<file path="src/rtl/vga_timing_if.sv">
// Raster timing bundle between the timing generator (master) and its consumers
// (renderer, life update engine, VGA DAC).
interface vga_timing_if;
  logic        pix_en;
  logic [10:0] x;
  logic [10:0] y;
  logic        candraw;
  logic        hsync;
  logic        vsync;
  logic        start_of_frame;
  logic        vblank_start;
  logic [15:0] frame;

  modport master (
    input  pix_en,
    output x, y, candraw, hsync, vsync, start_of_frame, vblank_start, frame
  );

  modport slave (
    output pix_en,
    input  x, y, candraw, hsync, vsync, start_of_frame, vblank_start, frame
  );
endinterface

</file>
<file path="src/rtl/vga_timing.sv">
// Raster counter for the game-of-life display: pixel coordinates, visible-area flag,
// syncs, frame/vblank pulses and a running frame count, all registered and aligned.
module vga_timing #(
  parameter int unsigned H_VISIBLE    = 640,
  parameter int unsigned H_FRONT      = 16,
  parameter int unsigned H_SYNC       = 96,
  parameter int unsigned H_BACK       = 48,
  parameter int unsigned V_VISIBLE    = 480,
  parameter int unsigned V_FRONT      = 10,
  parameter int unsigned V_SYNC       = 2,
  parameter int unsigned V_BACK       = 33,
  parameter bit          HSYNC_ACTIVE = 1'b0,
  parameter bit          VSYNC_ACTIVE = 1'b0
) (
  input  logic          clk,
  input  logic          rst,
  vga_timing_if.master  vga
);

  localparam int unsigned H_TOTAL = H_VISIBLE + H_FRONT + H_SYNC + H_BACK;
  localparam int unsigned V_TOTAL = V_VISIBLE + V_FRONT + V_SYNC + V_BACK;

  if (H_TOTAL > 2047 || V_TOTAL > 2047 || H_TOTAL == 0 || V_TOTAL == 0) begin : g_param_check
    $error("vga_timing: H_TOTAL and V_TOTAL must be in 1..2047");
  end

  localparam logic [10:0] H_LAST = 11'(H_TOTAL - 1);
  localparam logic [10:0] V_LAST = 11'(V_TOTAL - 1);
  localparam logic [10:0] H_VIS  = 11'(H_VISIBLE);
  localparam logic [10:0] V_VIS  = 11'(V_VISIBLE);
  localparam logic [10:0] HS_BEG = 11'(H_VISIBLE + H_FRONT);
  localparam logic [10:0] HS_END = 11'(H_VISIBLE + H_FRONT + H_SYNC);
  localparam logic [10:0] VS_BEG = 11'(V_VISIBLE + V_FRONT);
  localparam logic [10:0] VS_END = 11'(V_VISIBLE + V_FRONT + V_SYNC);

  logic [10:0] hc_q, hc_d;
  logic [10:0] vc_q, vc_d;
  logic [15:0] frm_q, frm_d;

  logic [10:0] x_q, y_q;
  logic        candraw_q, hsync_q, vsync_q, sof_q, vbs_q;
  logic [15:0] frame_q;

  logic hs_act, vs_act;

  assign hs_act = (hc_q >= HS_BEG) && (hc_q < HS_END);
  assign vs_act = (vc_q >= VS_BEG) && (vc_q < VS_END);

  always_comb begin
    hc_d  = hc_q;
    vc_d  = vc_q;
    frm_d = frm_q;
    if (vga.pix_en) begin
      if (hc_q == H_LAST) begin
        hc_d = '0;
        if (vc_q == V_LAST) begin
          vc_d  = '0;
          frm_d = frm_q + 16'd1;
        end else begin
          vc_d = vc_q + 11'd1;
        end
      end else begin
        hc_d = hc_q + 11'd1;
      end
    end
  end

  // Outputs are decoded from the pre-increment counters so every output names the same pixel.
  always_ff @(posedge clk) begin
    if (rst) begin
      hc_q      <= '0;
      vc_q      <= '0;
      frm_q     <= '0;
      x_q       <= '0;
      y_q       <= '0;
      candraw_q <= 1'b0;
      hsync_q   <= ~HSYNC_ACTIVE;
      vsync_q   <= ~VSYNC_ACTIVE;
      sof_q     <= 1'b0;
      vbs_q     <= 1'b0;
      frame_q   <= '0;
    end else begin
      hc_q  <= hc_d;
      vc_q  <= vc_d;
      frm_q <= frm_d;
      if (vga.pix_en) begin
        x_q       <= hc_q;
        y_q       <= vc_q;
        candraw_q <= (hc_q < H_VIS) && (vc_q < V_VIS);
        hsync_q   <= hs_act ? HSYNC_ACTIVE : ~HSYNC_ACTIVE;
        vsync_q   <= vs_act ? VSYNC_ACTIVE : ~VSYNC_ACTIVE;
        sof_q     <= (hc_q == '0) && (vc_q == '0);
        vbs_q     <= (hc_q == '0) && (vc_q == V_VIS);
        frame_q   <= frm_q;
      end else begin
        sof_q <= 1'b0;
        vbs_q <= 1'b0;
      end
    end
  end

  assign vga.x              = x_q;
  assign vga.y              = y_q;
  assign vga.candraw        = candraw_q;
  assign vga.hsync          = hsync_q;
  assign vga.vsync          = vsync_q;
  assign vga.start_of_frame = sof_q;
  assign vga.vblank_start   = vbs_q;
  assign vga.frame          = frame_q;

endmodule

</file>
<file path="src/flat_wrapper.sv">
// flat-port wrapper written by rule: the top's interface ports become plain ports
module vga_timing_flat 
#(
  parameter int unsigned H_VISIBLE    = 640,
  parameter int unsigned H_FRONT      = 16,
  parameter int unsigned H_SYNC       = 96,
  parameter int unsigned H_BACK       = 48,
  parameter int unsigned V_VISIBLE    = 480,
  parameter int unsigned V_FRONT      = 10,
  parameter int unsigned V_SYNC       = 2,
  parameter int unsigned V_BACK       = 33,
  parameter bit          HSYNC_ACTIVE = 1'b0,
  parameter bit          VSYNC_ACTIVE = 1'b0
)
  (clk, rst, vga_pix_en, vga_x, vga_y, vga_candraw, vga_hsync, vga_vsync, vga_start_of_frame, vga_vblank_start, vga_frame);
  vga_timing_if vga_i ();
  input  logic clk;
  input  logic rst;
  input wire logic [$bits(vga_i.pix_en)-1:0] vga_pix_en;
  output wire logic [$bits(vga_i.x)-1:0] vga_x;
  output wire logic [$bits(vga_i.y)-1:0] vga_y;
  output wire logic [$bits(vga_i.candraw)-1:0] vga_candraw;
  output wire logic [$bits(vga_i.hsync)-1:0] vga_hsync;
  output wire logic [$bits(vga_i.vsync)-1:0] vga_vsync;
  output wire logic [$bits(vga_i.start_of_frame)-1:0] vga_start_of_frame;
  output wire logic [$bits(vga_i.vblank_start)-1:0] vga_vblank_start;
  output wire logic [$bits(vga_i.frame)-1:0] vga_frame;
  assign vga_i.pix_en = vga_pix_en;
  assign vga_x = vga_i.x;
  assign vga_y = vga_i.y;
  assign vga_candraw = vga_i.candraw;
  assign vga_hsync = vga_i.hsync;
  assign vga_vsync = vga_i.vsync;
  assign vga_start_of_frame = vga_i.start_of_frame;
  assign vga_vblank_start = vga_i.vblank_start;
  assign vga_frame = vga_i.frame;
  vga_timing #(.H_VISIBLE(H_VISIBLE), .H_FRONT(H_FRONT), .H_SYNC(H_SYNC), .H_BACK(H_BACK), .V_VISIBLE(V_VISIBLE), .V_FRONT(V_FRONT), .V_SYNC(V_SYNC), .V_BACK(V_BACK), .HSYNC_ACTIVE(HSYNC_ACTIVE), .VSYNC_ACTIVE(VSYNC_ACTIVE)) u_core (.clk(clk), .rst(rst), .vga(vga_i));
endmodule
</file>
<file path="config.mk">
export PLATFORM = sky130hd
export DESIGN_NAME = vga_timing_flat
export DESIGN_NICKNAME = d
export VERILOG_FILES = /design/src/rtl/vga_timing_if.sv /design/src/rtl/vga_timing.sv /design/src/flat_wrapper.sv
export SDC_FILE = /design/constraint.sdc
export NUM_CORES = 1
export LEC_CHECK = 0
export BUFFER_PORTS_ARGS = -buffer_cell sky130_fd_sc_hd__buf_4
export CAP_MARGIN = 25
export CORE_ASPECT_RATIO = 0.7
export CORE_MARGIN = 1.5
export CORE_UTILIZATION = 61
export CTS_CLUSTER_SIZE = 14
export DETAILED_ROUTE_END_ITERATION = 7
export GPL_ROUTABILITY_DRIVEN = 0
export GPL_TIMING_DRIVEN = 0
export MAX_ROUTING_LAYER = met4
export PLACE_DENSITY = 0.84
export SLEW_MARGIN = 40
export SYNTH_ARGS = -nofsm -noshare
export SYNTH_HDL_FRONTEND = slang
export SYNTH_SLANG_ARGS = --single-unit
</file>
<file path="constraint.sdc">
create_clock -name clk -period 2.69 [get_ports clk]
set_input_delay 0.538 -clock clk [delete_from_list [all_inputs] [get_ports clk]]
set_output_delay 0.538 -clock clk [all_outputs]
set_load 0.05 [all_outputs]
</file>
==> flow_summary.ini <==
[setup_path]
reg2reg_from = u_core.vc_q[5]$_SDFFE_PP0P_
crit_path_top_delay_cell = nor4_1
setup.worst_path.start = u_core.vc_q[5]$_SDFFE_PP0P_
required_ns = 2.92
arrival_ns = 2.48
crit_top_cell = clkbuf_1
critPathKind = flip-flop to flip-flop
worst-path-max-fanout = 10
endpoint_kind = flip-flop
cp-start-kind = flip-flop
slowest_delay_ns = 0.40
crit_chain = nor4_1 > nand4b_1 > clkbuf_1 > clkbuf_1 > o31ai_1 > a21oi_1

[power_and_ir_drop]
vdd_ir_drop_max_mv = 0.711
p_total_mw = 2.27
power_density_mw_per_mm2 = 546
combinationalPowerShare_pct = 4.3
p_clk_share_pct = 42.6
p_sw_share_pct = 22.7
p_switching_mw = 0.517
seqPwrFrac_pct = 53.2
p_int_mw = 1.76
p_leak_nw = 1.64

[cells_and_area]
multi_input_area_mm2 = 0.00176
fin_nets = 443
final_core_util_pct = 77.2
areaGrowthSynthToFinish_pct = 18.4
ff_latch_area_mm2 = 0.00162
drive_gt1_share_pct = 16.1
fillerInstances = 404
antennaDiodeCount = 0

[clock_tree]
htree_levels = 3
cts_buffer_depth = 2
path_clk_slew_ns = 0.08
cts_resized = 0
cts_tree = built
numClockSinks = 81
postCtsHoldBufs = 0
clock-root-buffer = clkbuf_8
clkLatencyLatePin_ns = 0.36
cts_setup_buffers = 0
cts_buffers = 9

[drt]
num_vias = 3106
drc = 0
viasPerCell = 6.07
drt-initial-drc-count = 234
wl_per_cell_um = 15.9
routed_wl_um = 8130
first_pass_iters = 4
ant_nets = 0

[timing]
max_freq_ghz = 0.445
worstMarginPinSlew_ns = 0.749
hold_viol_final = 0
slew_viol_final = 0
fin_crit_ns = 2.25
post-route-period-util_pct = 83.5
rsz0062_at_grt = no
finClkSkew_ns = 0.00617
fin_setup_tns_ns = 0
setup_viol = 0
max-slew-margin-rel_pct = 50.0

[worst_hold_path]
hp-class = flip-flop to flip-flop
hold_start = u_core.vga.frame[6]$_SDFFE_PP0P_

[place]
portBuffers = 45
detailed_place_hpwl_um = 5530

[global_route]
grt_pass1_vias = 2851
grt_pass1_wl_um = 13600
grt_usage_pct = 29.6
antenna_found_initial = 0
grt_max_degree = 15
gr-total-overflow = 0

[synthesis]
syn_inst = 379
syn_nets = 387
ys_warn_count = 0
netlist_area_mm2 = 0.00352
synth_edf_count = 0
synth-main-ff-cell = dfxtp_1
synth_cell_types = 44
synth-async-reset-ratio_pct = 0
ys_seq_area_share_pct = 46.1
syn_area_per_cell_um2 = 9.29
ys_ff_latch = 81

[die]
die_h_um = 66.6
start_util_pct = 65.2
core_area_mm2 = 0.00540
die_area_mm2 = 0.00624
die_x_um = 93.8
io_pins = 46
num_rows = 22

[job]
cap_viol_max_count = 0

[run_status]
status = completed
[Yosys cell counts, types with 2 or more instances]
master	count	share of area, %
dfxtp_1	81	46
nor2_1	51	5.4
mux2i_1	38	11
a21oi_1	28	4.0
or4_1	21	4.5
clkbuf_1	19	2.0
nand3_1	16	2.3
o31ai_1	16	3.4
nand2_1	14	1.5
inv_1	9	0.96
nand4_1	9	1.6
o21ai_0	9	1.3
or3_1	9	1.6
and4_1	7	1.7
xor2_1	7	1.7
and2_1	6	1.1
ha_1	5	1.8
nor4_1	4	0.71
nor3_1	3	0.43
buf_2	2	0.28
xnor2_1	2	0.50
[layout make-up]
cell class | instances | area share (%)
plain buffers | 24 | 2.49
clock buffers | 9 | 2.97
clock inverters | 7 | 2.28
inverters | 9 | 0.811
multi-input cells | 265 | 42.3
flip-flops and latches | 81 | 38.9
well taps | 72 | 2.16
repair buffers | 45 | 8.11
[metrics by stage]
stage                     std cells  hold slack [ns]  area [µm²]  setup WS [ns]
after floorplan                 379            0.452        3520          0.835
after global placement          496            0.472        3950          0.428
after detailed placement        496            0.468        3950          0.359
after CTS                       512            0.503        4170          0.537
after global routing            512            0.515        4170          0.277
final                           512            0.494        4170          0.443
[cells by family after synthesis]
kind of cell / after synthesis / synth area share (%)
compound gates: 58 / 9.88
flops: 81 / 46.1
mux: 39 / 11.1
xor+xnor: 9 / 2.24
fa+ha+maj: 5 / 1.78
simple gates: 154 / 25.0
buf+inv: 33 / 3.91
[metal layers]
metal	GRT usage [%]	vias to the layer above	share of wire, %
li1	-	1493	-
met1	38.5	1462	47
met2	43.9	138	44
met3	9.25	13	7.7
met4	9.89	0	1.4
met5	-	-	0
[placed cells by master, fill, tap and decap left out, types with 3 or more instances in the layout]
cell      instances
a21oi_1          28
and2_1            6
and4_1            7
buf_4            46
clkbuf_1         19
clkbuf_8          9
dfxtp_1          81
ha_1              5
inv_1             9
mux2i_1          38
nand2_1          14
nand3_1          16
nand4_1           9
nor2_1           51
nor3_1            3
nor4_1            4
o21ai_0           9
o31ai_1          16
or3_1             9
or4_1            21
xor2_1            7
[state kept, by name, indices dropped and copies added (netlist names)]
register,count
u_core.frm_q,16
u_core.vga.vblank_start,1
u_core.vga.x,11
u_core.hc_q,11
u_core.vga.frame,16
u_core.vga.hsync,1
u_core.vga.y,11
u_core.vc_q,11
u_core.vga.start_of_frame,1
u_core.vga.candraw,1
u_core.vga.vsync,1
[worst paths after layout]
check                                      to  slack (ns)  cells after the start
max             u_core.frm_q[12]$_SDFFE_PP0P_        0.44                      6
min reg2reg  u_core.vga.frame[6]$_SDFFE_PP0P_        0.49                      2
max reg2reg     u_core.frm_q[12]$_SDFFE_PP0P_        0.44                      6
min          u_core.vga.frame[6]$_SDFFE_PP0P_        0.49                      2
[critical path: cells and delay by family (launching register included)]
family                 cells  cell delay [ns]
buffers and inverters      2             0.59
and+or+nand+nor            2             0.77
DFF                        1             0.38
AOI/OAI and AO/OA          2             0.38
[power by group through the flow]
stage          Clock (mW)  Combinational (mW)  Sequential [mW]
2_1_floorplan           0              0.0550             1.25
3_3_place_gp            0              0.0932             1.24
3_5_place_dp            0              0.0953             1.24
4_1_cts             0.974              0.0968             1.21
5_1_grt              1.03               0.103             1.21
6_report            0.968              0.0972             1.21
No activity file was read; power rests on OpenSTA's default activity.
